**src/rtl/alu_share_ctrl_if.sv**
```systemverilog
// Bundle between the ALU sharing controller, its two requesters, the shared ALU
// and the response consumer. The controller takes the slave view; the environment takes master.
interface alu_share_ctrl_if #(
  parameter int W = 64
);
  logic         req0_valid;
  logic         req0_ready;
  logic [1:0]   req0_op;
  logic [W-1:0] req0_a;
  logic [W-1:0] req0_b;
  logic         req0_setcc;

  logic         req1_valid;
  logic         req1_ready;
  logic [1:0]   req1_op;
  logic [W-1:0] req1_a;
  logic [W-1:0] req1_b;
  logic         req1_setcc;

  logic [1:0]   alu_opcode;
  logic [W-1:0] alu_a;
  logic [W-1:0] alu_b;
  logic [W-1:0] alu_res;
  logic         alu_zero;
  logic         alu_overflow;

  logic         resp_valid;
  logic         resp_ready;
  logic         resp_id;
  logic [W-1:0] resp_res;
  logic         resp_zero;
  logic         resp_overflow;

  logic         cc_zf;
  logic         cc_sf;
  logic         cc_of;

  modport slave (
    input  req0_valid, req0_op, req0_a, req0_b, req0_setcc,
    input  req1_valid, req1_op, req1_a, req1_b, req1_setcc,
    input  alu_res, alu_zero, alu_overflow,
    input  resp_ready,
    output req0_ready, req1_ready,
    output alu_opcode, alu_a, alu_b,
    output resp_valid, resp_id, resp_res, resp_zero, resp_overflow,
    output cc_zf, cc_sf, cc_of
  );

  modport master (
    output req0_valid, req0_op, req0_a, req0_b, req0_setcc,
    output req1_valid, req1_op, req1_a, req1_b, req1_setcc,
    output alu_res, alu_zero, alu_overflow,
    output resp_ready,
    input  req0_ready, req1_ready,
    input  alu_opcode, alu_a, alu_b,
    input  resp_valid, resp_id, resp_res, resp_zero, resp_overflow,
    input  cc_zf, cc_sf, cc_of
  );
endinterface

```
**src/rtl/alu_share_ctrl.sv**
```systemverilog
// Time-shares one external combinational ALU between two requesters and owns {ZF,SF,OF}.
// Define ALU_SHARE_RR_EN for round-robin arbitration; otherwise requester 0 has fixed priority.
module alu_share_ctrl #(
  parameter int         W      = 64,
  parameter logic [2:0] CC_RST = 3'b100
) (
  input logic             clk,
  input logic             rst,
  alu_share_ctrl_if.slave bus
);

  typedef enum logic [1:0] {
    IDLE = 2'd0,
    EXEC = 2'd1,
    RESP = 2'd2
  } state_t;

  state_t state_q, state_d;

  logic [1:0]   op_q, op_d;
  logic [W-1:0] a_q, a_d;
  logic [W-1:0] b_q, b_d;
  logic         setcc_q, setcc_d;
  logic         id_q, id_d;
  logic         last_grant_q, last_grant_d;

  logic         resp_id_q, resp_id_d;
  logic [W-1:0] resp_res_q, resp_res_d;
  logic         resp_zero_q, resp_zero_d;
  logic         resp_ovf_q, resp_ovf_d;
  logic [2:0]   cc_q, cc_d;

  logic grant1;
  logic accept;
  logic req0_ready;
  logic req1_ready;
  logic resp_valid;

  // grant1 selects requester 1; it is only meaningful while someone is valid.
  always_comb begin
    grant1 = 1'b0;
`ifdef ALU_SHARE_RR_EN
    if (bus.req0_valid && bus.req1_valid) begin
      grant1 = ~last_grant_q;
    end else begin
      grant1 = bus.req1_valid;
    end
`else
    grant1 = bus.req1_valid && !bus.req0_valid;
`endif
  end

  assign accept = (state_q == IDLE) && (bus.req0_valid || bus.req1_valid);

  always_ff @(posedge clk) begin
    if (rst) begin
      state_q <= IDLE;
    end else begin
      state_q <= state_d;
    end
  end

  always_comb begin
    state_d = state_q;
    case (state_q)
      IDLE:    if (accept) state_d = EXEC;
      EXEC:    state_d = RESP;
      RESP:    if (bus.resp_ready) state_d = IDLE;
      default: state_d = IDLE;
    endcase
  end

  always_comb begin
    req0_ready = 1'b0;
    req1_ready = 1'b0;
    resp_valid = 1'b0;
    case (state_q)
      IDLE: begin
        req0_ready = bus.req0_valid && !grant1;
        req1_ready = bus.req1_valid && grant1;
      end
      RESP:    resp_valid = 1'b1;
      default: ;
    endcase
  end

  // Operand latch on accept; result and CC capture on the EXEC edge.
  always_comb begin
    op_d         = op_q;
    a_d          = a_q;
    b_d          = b_q;
    setcc_d      = setcc_q;
    id_d         = id_q;
    last_grant_d = last_grant_q;
    resp_id_d    = resp_id_q;
    resp_res_d   = resp_res_q;
    resp_zero_d  = resp_zero_q;
    resp_ovf_d   = resp_ovf_q;
    cc_d         = cc_q;
    if (accept) begin
      op_d         = grant1 ? bus.req1_op    : bus.req0_op;
      a_d          = grant1 ? bus.req1_a     : bus.req0_a;
      b_d          = grant1 ? bus.req1_b     : bus.req0_b;
      setcc_d      = grant1 ? bus.req1_setcc : bus.req0_setcc;
      id_d         = grant1;
      last_grant_d = grant1;
    end
    if (state_q == EXEC) begin
      resp_id_d   = id_q;
      resp_res_d  = bus.alu_res;
      resp_zero_d = bus.alu_zero;
      resp_ovf_d  = bus.alu_overflow;
      if (setcc_q) begin
        cc_d = {bus.alu_zero, bus.alu_res[W-1], bus.alu_overflow};
      end
    end
  end

  always_ff @(posedge clk) begin
    if (rst) begin
      op_q         <= 2'b00;
      a_q          <= '0;
      b_q          <= '0;
      setcc_q      <= 1'b0;
      id_q         <= 1'b0;
      last_grant_q <= 1'b1;
      resp_id_q    <= 1'b0;
      resp_res_q   <= '0;
      resp_zero_q  <= 1'b0;
      resp_ovf_q   <= 1'b0;
      cc_q         <= CC_RST;
    end else begin
      op_q         <= op_d;
      a_q          <= a_d;
      b_q          <= b_d;
      setcc_q      <= setcc_d;
      id_q         <= id_d;
      last_grant_q <= last_grant_d;
      resp_id_q    <= resp_id_d;
      resp_res_q   <= resp_res_d;
      resp_zero_q  <= resp_zero_d;
      resp_ovf_q   <= resp_ovf_d;
      cc_q         <= cc_d;
    end
  end

  assign bus.req0_ready    = req0_ready;
  assign bus.req1_ready    = req1_ready;
  assign bus.alu_opcode    = op_q;
  assign bus.alu_a         = a_q;
  assign bus.alu_b         = b_q;
  assign bus.resp_valid    = resp_valid;
  assign bus.resp_id       = resp_id_q;
  assign bus.resp_res      = resp_res_q;
  assign bus.resp_zero     = resp_zero_q;
  assign bus.resp_overflow = resp_ovf_q;
  assign bus.cc_zf         = cc_q[2];
  assign bus.cc_sf         = cc_q[1];
  assign bus.cc_of         = cc_q[0];

endmodule
```
**src/flat_wrapper.sv**
```systemverilog
// flat-port wrapper written by rule: the top's interface ports become plain ports
module alu_share_ctrl_flat 
#(
  parameter int         W      = 64,
  parameter logic [2:0] CC_RST = 3'b100
)
  (clk, rst, bus_req0_valid, bus_req0_op, bus_req0_a, bus_req0_b, bus_req0_setcc, bus_req1_valid, bus_req1_op, bus_req1_a, bus_req1_b, bus_req1_setcc, bus_alu_res, bus_alu_zero, bus_alu_overflow, bus_resp_ready, bus_req0_ready, bus_req1_ready, bus_alu_opcode, bus_alu_a, bus_alu_b, bus_resp_valid, bus_resp_id, bus_resp_res, bus_resp_zero, bus_resp_overflow, bus_cc_zf, bus_cc_sf, bus_cc_of);
  alu_share_ctrl_if #(.W(W)) bus_i ();
  input logic clk;
  input logic rst;
  input wire logic [$bits(bus_i.req0_valid)-1:0] bus_req0_valid;
  input wire logic [$bits(bus_i.req0_op)-1:0] bus_req0_op;
  input wire logic [$bits(bus_i.req0_a)-1:0] bus_req0_a;
  input wire logic [$bits(bus_i.req0_b)-1:0] bus_req0_b;
  input wire logic [$bits(bus_i.req0_setcc)-1:0] bus_req0_setcc;
  input wire logic [$bits(bus_i.req1_valid)-1:0] bus_req1_valid;
  input wire logic [$bits(bus_i.req1_op)-1:0] bus_req1_op;
  input wire logic [$bits(bus_i.req1_a)-1:0] bus_req1_a;
  input wire logic [$bits(bus_i.req1_b)-1:0] bus_req1_b;
  input wire logic [$bits(bus_i.req1_setcc)-1:0] bus_req1_setcc;
  input wire logic [$bits(bus_i.alu_res)-1:0] bus_alu_res;
  input wire logic [$bits(bus_i.alu_zero)-1:0] bus_alu_zero;
  input wire logic [$bits(bus_i.alu_overflow)-1:0] bus_alu_overflow;
  input wire logic [$bits(bus_i.resp_ready)-1:0] bus_resp_ready;
  output wire logic [$bits(bus_i.req0_ready)-1:0] bus_req0_ready;
  output wire logic [$bits(bus_i.req1_ready)-1:0] bus_req1_ready;
  output wire logic [$bits(bus_i.alu_opcode)-1:0] bus_alu_opcode;
  output wire logic [$bits(bus_i.alu_a)-1:0] bus_alu_a;
  output wire logic [$bits(bus_i.alu_b)-1:0] bus_alu_b;
  output wire logic [$bits(bus_i.resp_valid)-1:0] bus_resp_valid;
  output wire logic [$bits(bus_i.resp_id)-1:0] bus_resp_id;
  output wire logic [$bits(bus_i.resp_res)-1:0] bus_resp_res;
  output wire logic [$bits(bus_i.resp_zero)-1:0] bus_resp_zero;
  output wire logic [$bits(bus_i.resp_overflow)-1:0] bus_resp_overflow;
  output wire logic [$bits(bus_i.cc_zf)-1:0] bus_cc_zf;
  output wire logic [$bits(bus_i.cc_sf)-1:0] bus_cc_sf;
  output wire logic [$bits(bus_i.cc_of)-1:0] bus_cc_of;
  assign bus_i.req0_valid = bus_req0_valid;
  assign bus_i.req0_op = bus_req0_op;
  assign bus_i.req0_a = bus_req0_a;
  assign bus_i.req0_b = bus_req0_b;
  assign bus_i.req0_setcc = bus_req0_setcc;
  assign bus_i.req1_valid = bus_req1_valid;
  assign bus_i.req1_op = bus_req1_op;
  assign bus_i.req1_a = bus_req1_a;
  assign bus_i.req1_b = bus_req1_b;
  assign bus_i.req1_setcc = bus_req1_setcc;
  assign bus_i.alu_res = bus_alu_res;
  assign bus_i.alu_zero = bus_alu_zero;
  assign bus_i.alu_overflow = bus_alu_overflow;
  assign bus_i.resp_ready = bus_resp_ready;
  assign bus_req0_ready = bus_i.req0_ready;
  assign bus_req1_ready = bus_i.req1_ready;
  assign bus_alu_opcode = bus_i.alu_opcode;
  assign bus_alu_a = bus_i.alu_a;
  assign bus_alu_b = bus_i.alu_b;
  assign bus_resp_valid = bus_i.resp_valid;
  assign bus_resp_id = bus_i.resp_id;
  assign bus_resp_res = bus_i.resp_res;
  assign bus_resp_zero = bus_i.resp_zero;
  assign bus_resp_overflow = bus_i.resp_overflow;
  assign bus_cc_zf = bus_i.cc_zf;
  assign bus_cc_sf = bus_i.cc_sf;
  assign bus_cc_of = bus_i.cc_of;
  alu_share_ctrl #(.W(W), .CC_RST(CC_RST)) u_core (.clk(clk), .rst(rst), .bus(bus_i));
endmodule
```
**config.mk**
```make
export PLATFORM = sky130hd
export DESIGN_NAME = alu_share_ctrl_flat
export DESIGN_NICKNAME = d
export VERILOG_FILES = /design/src/rtl/alu_share_ctrl_if.sv /design/src/rtl/alu_share_ctrl.sv /design/src/flat_wrapper.sv
export SDC_FILE = /design/constraint.sdc
export NUM_CORES = 1
export LEC_CHECK = 0
export ABC_CLOCK_PERIOD_IN_PS = 2200
export CORE_AREA = 5 5 206 208
export DETAILED_ROUTE_END_ITERATION = 8
export DIE_AREA = 0 0 211 213
export GPL_ROUTABILITY_DRIVEN = 0
export GPL_TIMING_DRIVEN = 0
export HOLD_SLACK_MARGIN = 0.1
export PLACE_DENSITY_LB_ADDON = 0.25
export SYNTH_ARGS = -nofsm -noshare
export SYNTH_HDL_FRONTEND = slang
export SYNTH_SLANG_ARGS = --single-unit
export TNS_END_PERCENT = 10
```
**constraint.sdc**
```tcl
create_clock -name clk -period 2.2 [get_ports clk]
set_clock_uncertainty 0.2 [all_clocks]
set_input_delay 0.22 -clock clk [delete_from_list [all_inputs] [get_ports clk]]
set_output_delay 0.22 -clock clk [all_outputs]
set_load 0.02 [all_outputs]
```
==> flow_summary.json <==
{
  "fmax_ghz": 0.4663,
  "first_pass_iters": 5,
  "grt_pass1_wl_mm": 67.64,
  "cts_tree": "built",
  "syn_area_mm2": 0.008875,
  "cpMostUsedCell": "buf_4",
  "switching_share_pct": 30.27,
  "drive_gt1_share_pct": 8.294,
  "cpMaxStageDelayCell": "clkbuf_1",
  "io_buffers": 534,
  "vias": 11320,
  "worstMarginPinSlew_ps": 974.8,
  "comb_power_share_pct": 31.4,
  "design.die.area_mm2": 0.04494,
  "worst_ep_required_time_ps": 2430,
  "drv_slew": 0,
  "cts_root_buffer": "clkbuf_16",
  "synth_cell_types": 20,
  "crit_fanout": 10,
  "drv_cap": 0,
  "path_cells": "nor2_4 -> buf_4 -> buf_4 -> clkbuf_1 -> a21oi_1 -> a311oi_1",
  "start_util_pct": 21.98,
  "synth_nets": 1399,
  "rrSetupSlack_ps": 60,
  "viasPerCell": 4.613,
  "most-common-layout-cells": "531 x clkdlybuf4s50_1, 398 x nand2_1, 272 x dlygate4sd3_1",
  "nNetsFinal": 2234,
  "p_leak_nw": 6.790,
  "finalCritPeriodShare_pct": 97.49,
  "worst_skew_pair.late_latency_ps": 530,
  "r2r-end": "u_core.bus.alu_a[21]",
  "placed_area_mm2": 0.01489,
  "die_x_um": 211,
  "clockBufferDepth": 3,
  "clkSinkCount": 204,
  "startpoint_type": "flop",
  "detail_route.wl_per_cell_um": 18.67,
  "power_frac_clock_pct": 33.9,
  "ir_worst_vdd_uv": 432.7,
  "end_kind": "flop",
  "setup_viol": 0,
  "min_path_type": "primary input to flop",
  "hold_path_end": "u_core.bus.alu_b[36]",
  "path_class": "flop to flop",
  "p_seq_share_pct": 34.7,
  "dpl.hpwl_mm": 33.41,
  "power_density_mw_per_mm2": 670.8,
  "syn_inst": 1066,
  "holdCritStartpoint": "bus_req1_b[36]",
  "coreArea_mm2": 0.04037,
  "wl_mm": 45.80,
  "arrival_ps": 2370,
  "fin_area_mm2": 0.01848,
  "cp_top_family": "buffers and inverters",
  "status": "finished, final reports clean",
  "synth_top_area_share_pct": 46.02,
  "yosysSeqAreaShare_pct": 46.02,
  "io_pins": 536,
  "drt_iter0_markers": 612,
  "syn2layout_area_growth_pct": 108.3,
  "slew_headroom_pct": 35.01,
  "antenna_found_initial": 5,
  "cts_max_level": 1,
  "hold_ws_ps": 93.53,
  "timing.critical_path.buf_inv": 3,
  "intPower_w": 0.008645,
  "grt_max_degree": 13,
  "slowest_delay_ps": 450,
  "drc": 0,
  "grt.total_usage_pct": 19.01,
  "nFillCells": 3922,
  "grt_pass1_vias": 11790,
  "postRouteAntennaNets": 0,
  "syn_area_per_cell_um2": 8.325,
  "period_minus_slack_ps": 2145,
  "synth_seq_cells": 204,
  "hold_viol": 0,
  "rsz0062_at_grt": "true",
  "r2r-start": "u_core.state_q[1]",
  "path_clk_slew_ps": 60,
  "synth.area.top_cells": "dfxtp_1 46%, nand2_1 17%, a311oi_2 13%",
  "mostFrequentLayoutCell": "clkdlybuf4s50_1",
  "reg2reg_depth": 6,
  "switchingPower_w": 0.003753,
  "worstSetupPathDepth": 6,
  "synth_top_area_cell": "dfxtp_1",
  "die_y_um": 213,
  "holdPathStages": 3,
  "gr-total-overflow": 0,
  "numCtsBuffers": 25,
  "yosysWarnings": 0,
  "num_rows": 74
}
==> tightest hold or removal path, stage by stage <==
cell	delay [ps]
clkdlybuf4s50_1	390
nand2_1	70
a311oi_2	90
==> through the flow <==
step / setup TNS (ps) / power (W) / setup WS (ps) / std cells / utilization (%)
2_1_floorplan: 0 / 0.005992 / 573.4 / 1066 / -
3_3_place_gp: -31880 / 0.007812 / -516.9 / 2132 / 36.87
3_5_place_dp: -33470 / 0.007834 / -596.8 / 2132 / 36.87
4_1_cts: 0 / 0.01250 / 2.410 / 2449 / 45.73
5_1_grt: -193.5 / 0.01296 / -73.58 / 2453 / 45.78
6_report: 0 / 0.01240 / 55.25 / 2453 / 45.78
==> power by group through the flow <==
stage,clock (W),combinational (W),sequential (W)
finish,0.00420,0.00389,0.00430
global route,0.00447,0.00415,0.00434
global placement,0,0.00345,0.00436
CTS,0.00430,0.00390,0.00430
detailed placement,0,0.00347,0.00437
floorplan,0,0.00119,0.00480
==> cells in the mapped netlist (all sizes together) <==
library cell  count
nor2b             4
nor2              1
nand2           398
and3              1
a311oi          131
clkbuf           72
or2               1
nor3              2
buf              41
nand3b            1
nand2b            3
and2              2
a21oi           202
nand3             2
dfxtp           204
a211o             1
==> per-layer routing <==
layer,routed length (um),track usage (%)
met1,17850,21.87
met2,22750,34.31
met3,3659,4.952
met4,1510,6.349
met5,21,0
==> layout make-up <==
type | instances | area [um2] | share of cell area, %
Timing Repair Buffer | 808 | 8074 | 43.68
Multi-Input combinational cell | 749 | 4263 | 23.06
Sequential cell | 204 | 4084 | 22.10
Clock buffer | 36 | 706.9 | 3.825
Tap cell | 532 | 665.6 | 3.601
Buffer | 113 | 565.5 | 3.060
Clock inverter | 7 | 113.9 | 0.6160
Antenna cell | 4 | 10.01 | 0.05416
==> registers in the layout, summed over array words and instances, names as in the netlist <==
signal,flops
u_core.bus.resp_zero,1
u_core.bus.alu_a,64
u_core.bus.resp_id,1
u_core.setcc_q,1
u_core.id_q,1
u_core.bus.alu_opcode,2
u_core.bus.alu_b,64
u_core.bus.resp_res,64
u_core.bus.resp_overflow,1
u_core.state_q,2
u_core.cc_q,3
==> cells by family after synthesis <==
family | count (synthesis) | share of synthesized area [%]
simple gates | 415 | 17.99
compound gates | 334 | 29.99
flops | 204 | 46.02
buf+inv | 113 | 6.006
==> worst max-delay path by stage <==
stage	from	endpoint	slack [ps]
2_1_floorplan	u_core.state_q[1]	u_core.bus.alu_a[57]	570
3_3_place_gp	bus_req0_valid	bus_req1_ready	-520
3_5_place_dp	bus_req0_valid	bus_req1_ready	-600
4_1_cts	bus_req0_valid	bus_req1_ready	2
5_1_grt	u_core.state_q[1]	u_core.bus.alu_a[14]	-70
6_report	u_core.state_q[1]	u_core.bus.alu_a[21]	60
==> what timing repair did <==
action	in CTS	in global routing
setup endpoints to repair	75	97
endpoints found under the hold margin	178	0
resized for setup	16	12
cloned	0	0
hold buffers	272	0
buffers inserted	2	0
pin swaps	1	1
(Power assumes the default switching activity.)
